==> src/rtl/wb_port_arbiter_pkg.sv <==
// Shared types and widths for the writeback port arbiter slice.
package wb_port_arbiter_pkg;

    localparam int DATALENGTH = 32;
    localparam int R_SIZE     = 5;
    localparam logic [DATALENGTH-1:0] ZEROWORD = '0;

    typedef enum logic {
        WBA_ARB   = 1'b0,
        WBA_FORCE = 1'b1
    } wba_state_e;

    typedef struct packed {
        logic [R_SIZE-1:0]     waddr;
        logic [DATALENGTH-1:0] wdata;
    } wb_req_t;

    // Register $0 is hard-wired; requests that target it never write.
    function automatic logic writes_reg(input logic [R_SIZE-1:0] waddr);
        return waddr != '0;
    endfunction

endpackage

==> src/rtl/wb_port_arbiter_if.sv <==
// Bus bundle between the pipeline/long-latency producers and the writeback port arbiter.
interface wb_port_arbiter_if;
    import wb_port_arbiter_pkg::*;

    logic                  pipe_we;
    logic [R_SIZE-1:0]     pipe_waddr;
    logic [DATALENGTH-1:0] pipe_wdata;
    logic                  lc_valid;
    logic                  lc_ready;
    logic [R_SIZE-1:0]     lc_waddr;
    logic [DATALENGTH-1:0] lc_wdata;
    logic                  stall_req;
    logic                  rf_we;
    logic [R_SIZE-1:0]     rf_waddr;
    logic [DATALENGTH-1:0] rf_wdata;
    logic [3:0]            debug_wb_rf_wen;
    logic [R_SIZE-1:0]     debug_wb_rf_wnum;
    logic [DATALENGTH-1:0] debug_wb_rf_wdata;
    logic [R_SIZE-1:0]     chk_addr_a;
    logic [R_SIZE-1:0]     chk_addr_b;
    logic                  pend_hit;

    modport master (
        output pipe_we, pipe_waddr, pipe_wdata, lc_valid, lc_waddr, lc_wdata,
               chk_addr_a, chk_addr_b,
        input  lc_ready, stall_req, rf_we, rf_waddr, rf_wdata,
               debug_wb_rf_wen, debug_wb_rf_wnum, debug_wb_rf_wdata, pend_hit
    );

    modport slave (
        input  pipe_we, pipe_waddr, pipe_wdata, lc_valid, lc_waddr, lc_wdata,
               chk_addr_a, chk_addr_b,
        output lc_ready, stall_req, rf_we, rf_waddr, rf_wdata,
               debug_wb_rf_wen, debug_wb_rf_wnum, debug_wb_rf_wdata, pend_hit
    );

endinterface

==> src/rtl/wb_result_fifo.sv <==
// Late-result FIFO: wrap-bit pointers, head view, and per-entry live/address vectors.
module wb_result_fifo
    import wb_port_arbiter_pkg::*;
#(
    parameter int DEPTH = 2
) (
    input  logic                         clock,
    input  logic                         reset,
    input  logic                         push,
    input  wb_req_t                      push_req,
    input  logic                         pop,
    output wb_req_t                      head,
    output logic                         full,
    output logic                         empty,
    output logic [DEPTH-1:0]             entry_valid,
    output logic [DEPTH-1:0][R_SIZE-1:0] entry_addr
);
    localparam int AW = $clog2(DEPTH);
    localparam logic [AW:0] PTR_ONE = (AW+1)'(1);

    wb_req_t     mem [DEPTH];
    logic [AW:0] wr_ptr, rd_ptr, count;

    assign count = wr_ptr - rd_ptr;
    assign empty = (wr_ptr == rd_ptr);
    assign full  = (wr_ptr[AW] != rd_ptr[AW]) && (wr_ptr[AW-1:0] == rd_ptr[AW-1:0]);
    assign head  = mem[rd_ptr[AW-1:0]];

    // NOTE: sequential state uses non-blocking assignments so every flop samples pre-edge values.
    always_ff @(posedge clock or negedge reset) begin
        if (!reset) begin
            wr_ptr <= '0;
            rd_ptr <= '0;
        end else begin
            if (push && !full) wr_ptr <= wr_ptr + PTR_ONE;
            if (pop && !empty) rd_ptr <= rd_ptr + PTR_ONE;
        end
    end

    // NOTE: storage has no reset; the pointers alone decide which entries are live.
    always_ff @(posedge clock) begin
        if (push && !full) mem[wr_ptr[AW-1:0]] <= push_req;
    end

    // NOTE: outputs get a default first so no path through the block can infer a latch.
    always_comb begin
        entry_valid = '0;
        entry_addr  = '0;
        for (int i = 0; i < DEPTH; i++) begin
            entry_addr[i]  = mem[i].waddr;
            entry_valid[i] = ({1'b0, AW'(i) - rd_ptr[AW-1:0]} < count);
        end
    end

endmodule

==> src/rtl/wb_port_arbiter.sv <==
// Writeback port arbiter: grants the single rf write port to MEM/WB or buffered late results.
// Optional WB_PENDING_CHECK_EN enables the pend_hit comparators (tied 0 otherwise).
module wb_port_arbiter
    import wb_port_arbiter_pkg::*;
#(
    parameter int FIFO_DEPTH   = 2,
    parameter int STARVE_LIMIT = 4
) (
    input  logic             clock,
    input  logic             reset,
    wb_port_arbiter_if.slave bus
);
    localparam logic [3:0] LIMIT = 4'(STARVE_LIMIT);

    wba_state_e                       state;
    logic [3:0]                       starve_cnt;
    logic                             fifo_full, fifo_empty, push, pop, grant_pipe;
    logic                             stall_q, rf_we_q, pend_hit;
    wb_req_t                          head, lc_req, rf_q;
    logic [FIFO_DEPTH-1:0]            entry_valid;
    logic [FIFO_DEPTH-1:0][R_SIZE-1:0] entry_addr;

    assign lc_req = '{waddr: bus.lc_waddr, wdata: bus.lc_wdata};
    assign push   = bus.lc_valid && !fifo_full;

    wb_result_fifo #(.DEPTH(FIFO_DEPTH)) u_fifo (
        .clock       (clock),
        .reset       (reset),
        .push        (push),
        .push_req    (lc_req),
        .pop         (pop),
        .head        (head),
        .full        (fifo_full),
        .empty       (fifo_empty),
        .entry_valid (entry_valid),
        .entry_addr  (entry_addr)
    );

    // FORCE drains the head regardless of the pipe, whose inputs the hazard unit is holding.
    always_comb begin
        grant_pipe = 1'b0;
        pop        = 1'b0;
        if (state == WBA_FORCE)  pop        = !fifo_empty;
        else if (bus.pipe_we)    grant_pipe = 1'b1;
        else                     pop        = !fifo_empty;
    end

    always_ff @(posedge clock or negedge reset) begin
        if (!reset) begin
            state      <= WBA_ARB;
            starve_cnt <= '0;
            stall_q    <= 1'b0;
            rf_we_q    <= 1'b0;
            rf_q       <= '{waddr: '0, wdata: ZEROWORD};
        end else begin
            stall_q <= 1'b0;
            case (state)
                WBA_ARB: begin
                    if (fifo_empty || pop) begin
                        starve_cnt <= '0;
                    end else if (starve_cnt == LIMIT) begin
                        state   <= WBA_FORCE;
                        stall_q <= 1'b1;
                    end else begin
                        starve_cnt <= starve_cnt + 4'd1;
                    end
                end
                default: begin
                    state      <= WBA_ARB;
                    starve_cnt <= '0;
                end
            endcase

            if (grant_pipe) begin
                rf_we_q <= writes_reg(bus.pipe_waddr);
                rf_q    <= '{waddr: bus.pipe_waddr, wdata: bus.pipe_wdata};
            end else if (pop) begin
                rf_we_q <= writes_reg(head.waddr);
                rf_q    <= head;
            end else begin
                rf_we_q <= 1'b0;
            end
        end
    end

`ifdef WB_PENDING_CHECK_EN
    always_comb begin
        pend_hit = 1'b0;
        for (int i = 0; i < FIFO_DEPTH; i++) begin
            if (entry_valid[i] && writes_reg(entry_addr[i]) &&
                (entry_addr[i] == bus.chk_addr_a || entry_addr[i] == bus.chk_addr_b))
                pend_hit = 1'b1;
        end
    end
`else
    logic unused_pend;
    assign unused_pend = ^{entry_valid, entry_addr, bus.chk_addr_a, bus.chk_addr_b};
    assign pend_hit    = 1'b0;
`endif

    assign bus.lc_ready          = !fifo_full;
    assign bus.stall_req         = stall_q;
    assign bus.rf_we             = rf_we_q;
    assign bus.rf_waddr          = rf_q.waddr;
    assign bus.rf_wdata          = rf_q.wdata;
    assign bus.debug_wb_rf_wen   = {4{rf_we_q}};
    assign bus.debug_wb_rf_wnum  = rf_q.waddr;
    assign bus.debug_wb_rf_wdata = rf_q.wdata;
    assign bus.pend_hit          = pend_hit;

endmodule

==> src/flat_wrapper.sv <==
// flat-port wrapper written by rule: the top's interface ports become plain ports
module wb_port_arbiter_flat import wb_port_arbiter_pkg::*;
#(
    parameter int FIFO_DEPTH   = 2,
    parameter int STARVE_LIMIT = 4
)
  (clock, reset, bus_pipe_we, bus_pipe_waddr, bus_pipe_wdata, bus_lc_valid, bus_lc_waddr, bus_lc_wdata, bus_chk_addr_a, bus_chk_addr_b, bus_lc_ready, bus_stall_req, bus_rf_we, bus_rf_waddr, bus_rf_wdata, bus_debug_wb_rf_wen, bus_debug_wb_rf_wnum, bus_debug_wb_rf_wdata, bus_pend_hit);
  wb_port_arbiter_if bus_i ();
  input  logic clock;
  input  logic reset;
  input wire logic [$bits(bus_i.pipe_we)-1:0] bus_pipe_we;
  input wire logic [$bits(bus_i.pipe_waddr)-1:0] bus_pipe_waddr;
  input wire logic [$bits(bus_i.pipe_wdata)-1:0] bus_pipe_wdata;
  input wire logic [$bits(bus_i.lc_valid)-1:0] bus_lc_valid;
  input wire logic [$bits(bus_i.lc_waddr)-1:0] bus_lc_waddr;
  input wire logic [$bits(bus_i.lc_wdata)-1:0] bus_lc_wdata;
  input wire logic [$bits(bus_i.chk_addr_a)-1:0] bus_chk_addr_a;
  input wire logic [$bits(bus_i.chk_addr_b)-1:0] bus_chk_addr_b;
  output wire logic [$bits(bus_i.lc_ready)-1:0] bus_lc_ready;
  output wire logic [$bits(bus_i.stall_req)-1:0] bus_stall_req;
  output wire logic [$bits(bus_i.rf_we)-1:0] bus_rf_we;
  output wire logic [$bits(bus_i.rf_waddr)-1:0] bus_rf_waddr;
  output wire logic [$bits(bus_i.rf_wdata)-1:0] bus_rf_wdata;
  output wire logic [$bits(bus_i.debug_wb_rf_wen)-1:0] bus_debug_wb_rf_wen;
  output wire logic [$bits(bus_i.debug_wb_rf_wnum)-1:0] bus_debug_wb_rf_wnum;
  output wire logic [$bits(bus_i.debug_wb_rf_wdata)-1:0] bus_debug_wb_rf_wdata;
  output wire logic [$bits(bus_i.pend_hit)-1:0] bus_pend_hit;
  assign bus_i.pipe_we = bus_pipe_we;
  assign bus_i.pipe_waddr = bus_pipe_waddr;
  assign bus_i.pipe_wdata = bus_pipe_wdata;
  assign bus_i.lc_valid = bus_lc_valid;
  assign bus_i.lc_waddr = bus_lc_waddr;
  assign bus_i.lc_wdata = bus_lc_wdata;
  assign bus_i.chk_addr_a = bus_chk_addr_a;
  assign bus_i.chk_addr_b = bus_chk_addr_b;
  assign bus_lc_ready = bus_i.lc_ready;
  assign bus_stall_req = bus_i.stall_req;
  assign bus_rf_we = bus_i.rf_we;
  assign bus_rf_waddr = bus_i.rf_waddr;
  assign bus_rf_wdata = bus_i.rf_wdata;
  assign bus_debug_wb_rf_wen = bus_i.debug_wb_rf_wen;
  assign bus_debug_wb_rf_wnum = bus_i.debug_wb_rf_wnum;
  assign bus_debug_wb_rf_wdata = bus_i.debug_wb_rf_wdata;
  assign bus_pend_hit = bus_i.pend_hit;
  wb_port_arbiter #(.FIFO_DEPTH(FIFO_DEPTH), .STARVE_LIMIT(STARVE_LIMIT)) u_core (.clock(clock), .reset(reset), .bus(bus_i));
endmodule
==> config.mk <==
export PLATFORM = sky130hd
export DESIGN_NAME = wb_port_arbiter_flat
export DESIGN_NICKNAME = d
export VERILOG_FILES = /design/src/rtl/wb_port_arbiter_pkg.sv /design/src/rtl/wb_port_arbiter_if.sv /design/src/rtl/wb_result_fifo.sv /design/src/rtl/wb_port_arbiter.sv /design/src/flat_wrapper.sv
export SDC_FILE = /design/constraint.sdc
export NUM_CORES = 1
export LEC_CHECK = 0
export CORE_UTILIZATION = 40
export CTS_BUF_LIST = sky130_fd_sc_hd__clkbuf_16
export DETAILED_ROUTE_END_ITERATION = 16
export PLACE_DENSITY = 0.82
export SETUP_SLACK_MARGIN = 0.3
export SYNTH_ARGS = -nofsm -noshare
export SYNTH_HDL_FRONTEND = slang
export SYNTH_SLANG_ARGS = --single-unit
==> constraint.sdc <==
create_clock -name clock -period 2.8 [get_ports clock]
set_input_delay 0.56 -clock clock [delete_from_list [all_inputs] [get_ports clock]]
set_output_delay 0.56 -clock clock [all_outputs]
set_load 0.005 [all_outputs]
==> After elaboration in Yosys (flattened, before gate mapping) <==
Memory sizes are Yosys's and may differ from the RTL's.
Cells that the tools add are included.
W data, S select, Z words.
{ "classes": {"addsub": 3, "n_eq_ne": 5, "reduce_logical": 10, "muxes": 16} }
{ "ops": {"columns": ["cell", "count"], "rows": [
  ["$mux W37", 2],
  ["$mux W4", 3],
  ["$mux W1", 11],
  ["$reduce_bool A5 Y1", 2],
  ["$add A2 B1 Y2 const B", 2],
  ["$add A4 B1 Y4 const B", 1],
  ["$eq A4 B3 Y1 const B", 1],
  ["$logic_and A1 B1 Y1", 4],
  ["$ne A3 B1 Y1 const B", 1],
  ["$eq A2 B2 Y1", 1],
  ["$logic_not A1 Y1", 2],
  ["$reduce_bool A2 Y1", 1],
  ["$eq A1 B1 Y1", 1],
  ["$logic_or A1 B1 Y1", 1],
  ["$ne A1 B1 Y1", 1]
]} }
{ "word_totals": {"register_bits": 47, "ram_bits": 74, "wordCells": 42, "memories": 1, "output_inout_bits": 82, "in_bits": 88} }
{ "mem_list": {"columns": ["name", "words", "width", "rd", "rd_ports_with_merged_regs", "write_ports", "line_no", "rtl"], "rows": [
  ["u_core.u_fifo.mem", 2, 37, 1, 0, 1, "wb_result_fifo.sv:21", "wb_req_t mem [DEPTH];"]
]} }

==> Logic depth before layout (Yosys ltp) <==
Gate-level depths: netlist of run 1.
{ "logic_depth": {"word_depth": 7, "mapped_depth": 6} }

==> Hierarchy <==
A second synthesis of run 1 with hierarchy kept.
{ "unflattened": {"hier_cells": 392, "hier_area_um2": 5372.7} }
{ "modules_own_cells": {"columns": ["mod", "cells_each", "instances", "area_per_inst_um2", "seq_area_each_um2"], "rows": [
  ["wb_result_fifo", 156, 1, 3027.9, 2322.2],
  ["wb_port_arbiter", 236, 1, 2344.7, 1076.0]
]} }

==> Least setup slack after synthesis of run 1 <==
Ideal clock, no wire load.
{ "synth_timing": {"path_kind": "reg2reg", "start": "reg u_core.u_fifo.rd_ptr[0]", "end": "mem u_core.u_fifo.mem[0][0] (netlist bit), enable pin", "period_less_slack_ns": 2.997, "n_path_buf": 1, "path_slack_ns": -0.197, "t_arrival_ns": 2.566, "t_required_ns": 2.369, "stages_incl_launch_ff": 5, "path_cell_list": "dfrtp_1 -> buf_6 -> xor2_1 -> o21ai_0 -> nor2_1"} }
{ "synth_between": {"elab_chain_cells": 7} }
{ "synth_rtl": {"columns": ["element", "line_no", "rtl"], "rows": [
  ["start: declaration", "wb_result_fifo.sv:22", "logic [AW:0] wr_ptr, rd_ptr, count;"],
  ["start signal: assignment", "wb_result_fifo.sv:36", "if (pop && !empty) rd_ptr <= rd_ptr + PTR_ONE;"],
  ["$eq A1 B1 Y1 (*)", "wb_result_fifo.sv:26", "assign full = (wr_ptr[AW] != rd_ptr[AW]) && (wr_ptr[AW-1:0] == rd_ptr[AW-1:0]);"],
  ["$logic_and A1 B1 Y1 (*)", "wb_result_fifo.sv:26", null],
  ["$logic_not A1 Y1 (*)", "wb_result_fifo.sv:42, wb_port_arbiter.sv:24", null],
  ["$logic_and A1 B1 Y1", "wb_port_arbiter.sv:24", "assign push = bus.lc_valid && !fifo_full;"],
  ["$logic_and A1 B1 Y1 (*)", "wb_result_fifo.sv:42", "if (push && !full) mem[wr_ptr[AW-1:0]] <= push_req;"],
  ["$mux W1 (*)", "wb_result_fifo.sv:42", null],
  ["$mux W1 (implied by the code) (*)", "wb_result_fifo.sv:42", null],
  ["end: declaration", "wb_result_fifo.sv:21", null]
]} }
Every way passes the cells marked *; elsewhere a longest branch is shown, timed or not.

==> Final worst setup path of run 1 <==
{ "layout_timing": {"start": "reg u_core.u_fifo.rd_ptr[1]", "end": "out bus_lc_ready"} }
{ "layout_between": {"elab_chain_cells": 3} }
{ "layout_rtl": {"columns": ["element", "line_no", "rtl"], "rows": [
  ["$ne A1 B1 Y1", "wb_result_fifo.sv:26", null],
  ["$logic_and A1 B1 Y1", "wb_result_fifo.sv:26", null],
  ["$logic_not A1 Y1", "wb_port_arbiter.sv:101", "assign bus.lc_ready = !fifo_full;"],
  ["end: declaration", "flat_wrapper.sv:19", "output wire logic [$bits(bus_i.lc_ready)-1:0] bus_lc_ready;"]
]} }
Every way passes these cells.

==> results of run 1 <==
[cell usage after synthesis]
master	instances	share of area
a21oi_1	1	0.00089
buf_12	2	0.0071
buf_4	50	0.067
buf_6	1	0.0020
buf_8	1	0.0027
clkbuf_2	1	0.00089
conb_1	1	0.00067
dfrtp_1	47	0.21
edfxtp_1	74	0.40
ha_1	2	0.0045
inv_1	7	0.0047
mux2_2	39	0.078
mux2_4	57	0.15
mux2i_1	6	0.011
nand2_1	7	0.0047
nand2b_1	1	0.0011
nand3_1	1	0.00089
nand3_4	1	0.0031
nor2_1	6	0.0040
nor2b_1	2	0.0022
nor3_1	2	0.0018
nor3b_1	1	0.0013
nor4_1	1	0.0011
nor4b_1	1	0.0016
nor4bb_1	1	0.0018
o211ai_1	3	0.0040
o21ai_0	5	0.0045
o21ai_1	1	0.00089
o221a_2	1	0.0020
o221ai_1	4	0.0062
o22a_1	1	0.0016
or4_1	1	0.0013
or4bb_1	1	0.0020
xnor2_1	5	0.0078
xnor2_2	2	0.0058
xor2_1	2	0.0031
[how the worst max path moves through the flow]
stage / from / end / slack (ns) / depth (start not counted)
finish: u_core.u_fifo.rd_ptr[1] / bus_lc_ready / 0.44 / 3
floorplan: u_core.u_fifo.rd_ptr[0] / u_core.u_fifo.mem[0][0] / 0.40 / 4
CTS: u_core.u_fifo.rd_ptr[1] / bus_lc_ready / 0.42 / 3
global route: u_core.u_fifo.rd_ptr[1] / bus_lc_ready / 0.34 / 3
global placement: bus_pipe_we / u_core.bus.debug_wb_rf_wdata[11] / 0.61 / 5
detailed placement: bus_pipe_we / u_core.bus.debug_wb_rf_wdata[4] / 0.59 / 5
[stage by stage]
stage	hold slack, ns	worst slack, ns	total power (uW)
2_1_floorplan	0.264	0.399	5340
3_3_place_gp	0.519	0.611	6480
3_5_place_dp	0.524	0.590	6600
4_1_cts	0.134	0.422	8890
5_1_grt	0.147	0.344	9210
6_report	0.131	0.443	8750
[sequential cells by signal, indices dropped and copies added (netlist names)]
signal / count
u_core.u_fifo.mem: 74
u_core.bus.debug_wb_rf_wdata: 32
u_core.bus.debug_wb_rf_wnum: 5
u_core.starve_cnt: 4
u_core.u_fifo.rd_ptr: 2
u_core.u_fifo.wr_ptr: 2
u_core.bus.rf_we: 1
u_core.state: 1
[cells by family after synthesis]
logic type | Yosys count
AOI/OAI and AO/OA | 16
xor gates and xnor gates | 9
adders and majority gates | 2
buffers and inverters | 62
DFF | 121
muxes | 102
other | 1
and+or+nand+nor | 26
[final cells by class]
type	count	area [um^2]
fill	1064	5780
sequential	121	3400
multi-input combinational	156	1750
timing repair buffer	168	1660
clock buffer	17	425
tap	176	220
clock inverter	15	184
inverter	7	26.3
antenna	1	2.50
[power by group]
part / leakage, uW / switching (uW) / internal, uW
clock: 0.000289 / 765 / 1470
sequential: 0.00124 / 382 / 2630
combinational: 0.00153 / 1260 / 2240
total: 0.00306 / 2410 / 6340
[layer usage]
| metal | up-vias | track usage | part of all wire |
|---|---|---|---|
| met5 | - | 0 | 0 |
| met4 | 0 | 0.0710 | 0.020 |
| met3 | 20 | 0.0575 | 0.060 |
| met2 | 113 | 0.289 | 0.53 |
| met1 | 1587 | 0.176 | 0.39 |
| li1 | 1469 | - | - |
==> results.json, run 1 <==
{
  "final_cells": 661,
  "clock_sinks": 121,
  "grt_pass1_wl_mm": 17.6,
  "crit_path_max_fanout": 5,
  "p_leak_uw": 0.00306,
  "clkLatencyLatePin_ns": 0.42,
  "critPathMaxStageDelay_ns": 0.46,
  "vias": 3189,
  "synthAdderAreaFrac": 0.00446,
  "synth_nets": 429,
  "antenna_found_initial": 1,
  "synthXorXnorAreaFrac": 0.0167,
  "die_h_um": 120,
  "wirelength_mm": 11.0,
  "synth_compound_area_frac": 0.0201,
  "cp-start-kind": "flop",
  "slowest_stage": "clkdlybuf4s50_1",
  "ys_warn_count": 0,
  "port_buffers": 158,
  "grt_overflow": 0,
  "ios": 170,
  "cap_violations": 0,
  "cts.htree.levels": 4,
  "synth_top_family_by_area": "multiplexers",
  "crit_chain": "xor2_1 -> nand2_1 -> clkdlybuf4s50_1",
  "cts_tree": "done",
  "critical_path_class": "reg2out",
  "rsz0062_at_grt": "false",
  "area_delta_synth_final_pct": 36.7,
  "critPathCaptureType": "primary output",
  "fin_setup_tns_ns": 0,
  "synthSimpleGateAreaFrac": 0.0270,
  "status": "complete, no violations",
  "timing.rr.start": "u_core.u_fifo.wr_ptr[0]",
  "track_usage": 0.164,
  "core_um2": 13500,
  "worstPathArrival_ns": 1.80,
  "numCtsBuffers": 17,
  "die_area_um2": 14500,
  "ir_drop_v": 0.000623,
  "cts_hold_buf": 0,
  "hp-class": "in2async",
  "netlist_instances": 339,
  "drt-vias-per-instance": 4.82,
  "synth.avg_cell_area_um2": 16.6,
  "layout_common_cells": "157 x clkdlybuf4s50_1, 74 x edfxtp_1, 57 x mux2_4",
  "final_nets": 561,
  "dieWidth_um": 120,
  "skew_ns": 0.00729,
  "final_cell_area_um2": 7670,
  "period_needed_ns": 2.36,
  "critPathTopFamily": "buffers and inverters",
  "drt_iter0_drc": 138,
  "yosys-mux-area-fraction": 0.241,
  "ys_ff_latch": 121,
  "drc": 0,
  "wl_per_cell_um": 16.7,
  "layout_commonest_cell": "clkdlybuf4s50_1",
  "tightestPinTransition_ns": 0.574,
  "place_area_um2": 7060,
  "grt_pass1_vias": 3443,
  "post_cts_resized": 0,
  "grt_max_degree": 38,
  "fin_crit_sh": 0.842,
  "required_ns": 2.24,
  "ys_seq_area_frac": 0.605,
  "path_clk_slew_ns": 0.05,
  "post_cts_buffers": 0,
  "place_inst": 628,
  "drv_slew": 0,
  "dpl.hpwl_mm": 7.67,
  "ys_types": 36,
  "r2r_cells": 4,
  "start_util": 0.417,
  "regToRegSetupSlack_ns": 0.83,
  "drive_gt1_frac": 0.293,
  "core.rowCount": 42,
  "path_buf_inv": 1,
  "ant_nets": 0,
  "first_pass_iters": 5,
  "syn-cell-area_um2": 5610,
  "finalHoldViolations": 0,
  "fin_util": 0.570,
  "power.density_nw_per_um2": 1140,
  "gp_congestion": 0.789,
  "fmax_ghz": 0.424,
  "max-slew-margin-rel": 0.617,
  "ctsLongestPathBuffers": 2,
  "r2r_end": "u_core.u_fifo.mem[0][10]",
  "setup_viol": 0,
  "cts_root_buf": "clkbuf_16"
}
No activity file was read; power rests on OpenSTA's default activity.
==> run 2: changes to the inputs <==
Clock period 2.8 ns to 2 ns, I/O delays scaled along.
==> results.json, run 2 (synthesized netlist as in run 1, its figures left out) <==
{
  "status": "complete, no violations",
  "dieWidth_um": 120,
  "area_delta_synth_final_pct": 50.6,
  "clock_sinks": 121,
  "max-slew-margin-rel": 0.649,
  "grt_max_degree": 22,
  "dpl.hpwl_mm": 8.26,
  "grt_overflow": 0,
  "p_leak_uw": 0.00384,
  "place_inst": 634,
  "setup_viol": 0,
  "nFillCells": 978,
  "drv_slew": 0,
  "slowest_stage": "dfrtp_2",
  "regToRegSetupSlack_ns": 0.24,
  "core.rowCount": 42,
  "critPathCaptureType": "flop",
  "path_buf_inv": 5,
  "tightestPinTransition_ns": 0.527,
  "antenna_found_initial": 1,
  "skew_ns": 0.00622,
  "finalHoldViolations": 0,
  "grt_pass1_wl_mm": 19.7,
  "cts_root_buf": "clkbuf_16",
  "fin_crit_sh": 0.879,
  "period_needed_ns": 1.76,
  "layout_commonest_cell": "clkdlybuf4s50_1",
  "port_buffers": 158,
  "crit_chain": "buf_8 -> xor2_4 -> o211ai_1 -> buf_4 -> clkinvlp_4 -> buf_4 -> buf_12",
  "cts.htree.levels": 4,
  "drive_gt1_frac": 0.383,
  "path_common_cell": "buf_4",
  "fin_util": 0.629,
  "first_pass_iters": 4,
  "numCtsBuffers": 17,
  "critical_path_class": "reg2reg",
  "final_nets": 633,
  "die_area_um2": 14500,
  "track_usage": 0.186,
  "r2r_cells": 7,
  "final_cell_area_um2": 8460,
  "drt_iter0_drc": 154,
  "rsz0062_at_grt": "true",
  "wl_per_cell_um": 18.2,
  "clkLatencyLatePin_ns": 0.41,
  "critPathMaxStageDelay_ns": 0.43,
  "final_cells": 733,
  "ctsLongestPathBuffers": 2,
  "power.density_nw_per_um2": 1570,
  "fmax_ghz": 0.569,
  "vias": 3500,
  "critPathLaunch": "u_core.u_fifo.rd_ptr[0]",
  "crit_path_end": "u_core.u_fifo.mem[1][2]",
  "largest_reg_flops": 74,
  "place_area_um2": 7180,
  "die_h_um": 120,
  "required_ns": 2.16,
  "crit_path_max_fanout": 16,
  "ant_nets": 0,
  "hp-class": "in2async",
  "drt-vias-per-instance": 4.77,
  "ios": 170,
  "core_um2": 13500,
  "timing.rr.start": "u_core.u_fifo.rd_ptr[0]",
  "start_util": 0.417,
  "cp-start-kind": "flop",
  "worstPathArrival_ns": 1.92,
  "r2r_end": "u_core.u_fifo.mem[1][2]",
  "cap_violations": 0,
  "ir_drop_v": 0.000762,
  "critPathTopFamily": "buffers and inverters",
  "wirelength_mm": 13.4,
  "path_clk_slew_ns": 0.05,
  "path_depth": 7,
  "gp_congestion": 0.756,
  "layout_common_cells": "81 x clkdlybuf4s50_1, 74 x edfxtp_1, 57 x mux2_4",
  "grt_pass1_vias": 3803,
  "cts_tree": "done",
  "drc": 0
}
## run 2: worst min path at each step
stage / start / endpoint / slack [ns] / cells past startpoint
2_1_floorplan: reset / u_core.bus.debug_wb_rf_wdata[0] / 0.10 / 0
3_3_place_gp: reset / u_core.bus.debug_wb_rf_wnum[2] / 0.40 / 1
3_5_place_dp: reset / u_core.bus.debug_wb_rf_wnum[0] / 0.40 / 1
4_1_cts: reset / u_core.bus.debug_wb_rf_wnum[0] / 0.51 / 2
5_1_grt: reset / u_core.bus.debug_wb_rf_wdata[28] / 0.54 / 2
6_report: reset / u_core.bus.debug_wb_rf_wnum[0] / 0.51 / 2
## run 2: power breakdown
| part | switching [uW] | internal [uW] |
|---|---|---|
| combinational | 2460 | 4160 |
| clock | 988 | 1510 |
| sequential | 444 | 3680 |
## run 2: stage by stage
| step | total power (uW) | hold slack, ns | setup slack, ns | setup TNS, ns |
|---|---|---|---|---|
| global route | 13900 | 0.538 | 0.189 | 0 |
| finish | 13200 | 0.508 | 0.241 | 0 |
| CTS | 12900 | 0.505 | 0.257 | 0 |
| floorplan | 7540 | 0.104 | -0.0424 | -1.57 |
| detailed placement | 9450 | 0.400 | -0.0229 | -0.0653 |
| global placement | 9230 | 0.397 | 0.0266 | 0 |
## run 2: per-layer routing
layer | share of wire | vias to the layer above | track usage
li1 | - | 1621 | -
met1 | 0.38 | 1756 | 0.197
met2 | 0.55 | 108 | 0.342
met3 | 0.049 | 15 | 0.0547
met4 | 0.013 | 0 | 0.0826
met5 | 0 | - | 0
## run 2: area by class of cell
class,count,area [um^2],share of cell area
Clock inverter,15,58.8,0.00695
Multi-Input combinational cell,156,1820,0.215
Antenna cell,1,2.50,0.000296
Inverter,7,30.0,0.00355
Timing Repair Buffer,240,2500,0.295
Sequential cell,121,3400,0.402
Clock buffer,17,425,0.0503
Tap cell,176,220,0.0260
## run 2: timing repair
action                                  4_1_cts  5_1_grt
hold endpoints to repair                     18        0
gates resized for setup                      70       49
hold buffers                                  1        0
buffers inserted                             48       11
endpoints found under the setup margin      185      132
gates cloned                                  3        3
pin swaps                                     4        5
==> run 3: changes to the inputs <==
Settings changed: CORE_ASPECT_RATIO from default to 0.6, CORE_UTILIZATION 40 to 43, PLACE_DENSITY 0.82 to 0.86, REMOVE_ABC_BUFFERS from default to 1.
==> results.json, run 3 (synthesized netlist as in run 1, its figures left out) <==
{
  "cts.htree.levels": 4,
  "nFillCells": 816,
  "max-slew-margin-rel": 0.597,
  "grt_pass1_wl_mm": 19.6,
  "fin_setup_tns_ns": 0,
  "port_buffers": 158,
  "period_needed_ns": 1.68,
  "clkLatencyLatePin_ns": 0.41,
  "cts_tree": "done",
  "vias": 3476,
  "setup_viol": 0,
  "largest_reg_flops": 74,
  "antenna_found_initial": 0,
  "area_delta_synth_final_pct": 49.4,
  "status": "complete, no violations",
  "worstPathArrival_ns": 1.97,
  "grt_max_degree": 27,
  "grt_pass1_vias": 3705,
  "gp_congestion": 0.804,
  "hp-class": "in2async",
  "first_pass_iters": 4,
  "power.density_nw_per_um2": 1600,
  "antenna_cells": 0,
  "drt-vias-per-instance": 4.89,
  "r2r_cells": 5,
  "start_util": 0.454,
  "die_area_um2": 13500,
  "drc": 0,
  "numCtsBuffers": 17,
  "critical_path_class": "reg2reg",
  "dpl.hpwl_mm": 8.24,
  "cp-start-kind": "flop",
  "fin_crit_sh": 0.840,
  "required_ns": 2.29,
  "die_h_um": 90.5,
  "ctsLongestPathBuffers": 2,
  "core.rowCount": 31,
  "place_area_um2": 7210,
  "timing.rr.start": "u_core.u_fifo.rd_ptr[0]",
  "final_nets": 623,
  "clock_sinks": 121,
  "dieWidth_um": 149,
  "p_leak_uw": 0.00379,
  "crit_path_max_fanout": 9,
  "grt_overflow": 0,
  "place_inst": 623,
  "cts_root_buf": "clkbuf_16",
  "rsz0062_at_grt": "true",
  "regToRegSetupSlack_ns": 0.32,
  "path_clk_slew_ns": 0.06,
  "ant_nets": 0,
  "fmax_ghz": 0.595,
  "tightestPinTransition_ns": 0.604,
  "drv_slew": 0,
  "layout_commonest_cell": "clkdlybuf4s50_1",
  "finalHoldViolations": 0,
  "wirelength_mm": 13.4,
  "critPathCaptureType": "flop",
  "skew_ns": 0.0102,
  "r2r_end": "u_core.bus.debug_wb_rf_wdata[30]",
  "drt_iter0_drc": 141,
  "wl_per_cell_um": 18.8,
  "layout_common_cells": "81 x clkdlybuf4s50_1, 74 x edfxtp_1, 57 x mux2_4",
  "final_cell_area_um2": 8390,
  "whs_ns": 0.524,
  "final_cells": 711,
  "ir_drop_v": 0.000796,
  "core_um2": 12400,
  "track_usage": 0.197,
  "cap_violations": 0,
  "ios": 170,
  "drive_gt1_frac": 0.390
}
run 3: changes by cell type in the layout (fill, tap and decap cells not counted), moves of 2 or more:
| cell | before | now |
|---|---|---|
| clkinv_2 | 2 | 4 |
| buf_16 | 3 | 0 |
| buf_6 | 10 | 3 |
| clkinvlp_4 | 1 | 5 |
| bufinv_16 | 0 | 3 |
| clkinv_1 | 7 | 1 |
| inv_1 | 12 | 8 |
run 3: cell type report:
cell class,count,area (um^2),share of cell area
clock inverters,15,163,0.0194
flip-flops and latches,121,3400,0.406
repair buffers,230,2350,0.281
multi-input cells,156,1810,0.216
inverters,7,27.5,0.00328
clock buffers,17,425,0.0507
well taps,165,206,0.0246
run 3: timing repair:
item / 4_1_cts / 5_1_grt
hold buffers: 1 / 0
endpoints found under the setup margin: 126 / 154
endpoints found under the hold margin: 3 / 0
setup buffers: 37 / 14
gates resized for setup: 50 / 49
pin swaps: 2 / 5
cloned: 0 / 4
run 3: where the power goes:
part,total (uW),internal (uW),switching [uW],leakage [uW]
registers,4130,3680,448,0.00124
logic,6240,3860,2380,0.00227
clock network,3030,1940,1100,0.000281
run 3: worst max-delay path, stage by stage, from the launching register on:
cell and delay, ns:
dfrtp_2 0.40, buf_6 0.16, clkbuf_16 0.18, mux2_4 0.30
mux2_2 0.27, mux2_4 0.25
run 3: routing by layer:
metal,part of all wire,GRT usage,up-vias
met5,0,0,-
met4,0.0093,0.0723,0
met3,0.073,0.0551,13
met2,0.50,0.334,149
met1,0.42,0.236,1721
li1,-,-,1593
run 3: worst max path at each step:
stage                                                  end  slack [ns]                    start  depth (start not counted)
after detailed placement  u_core.bus.debug_wb_rf_wdata[21]       -0.02              bus_pipe_we                          5
after floorplan                    u_core.u_fifo.mem[0][0]       -2.15  u_core.u_fifo.rd_ptr[0]                          3
after global placement    u_core.bus.debug_wb_rf_wdata[21]        0.03              bus_pipe_we                          5
after CTS                                     bus_lc_ready        0.24  u_core.u_fifo.wr_ptr[1]                          3
final                     u_core.bus.debug_wb_rf_wdata[30]        0.32  u_core.u_fifo.rd_ptr[0]                          5
after global routing                          bus_lc_ready        0.26  u_core.u_fifo.rd_ptr[0]                          4
run 3: per-stage QoR:
step / util / total power, uW / worst slack [ns]
finish: 0.678 / 13400 / 0.320
global route: 0.678 / 14100 / 0.257
detailed placement: 0.582 / 9550 / -0.0187
floorplan: - / 6780 / -2.15
CTS: 0.650 / 12900 / 0.241
global placement: 0.582 / 9340 / 0.0287
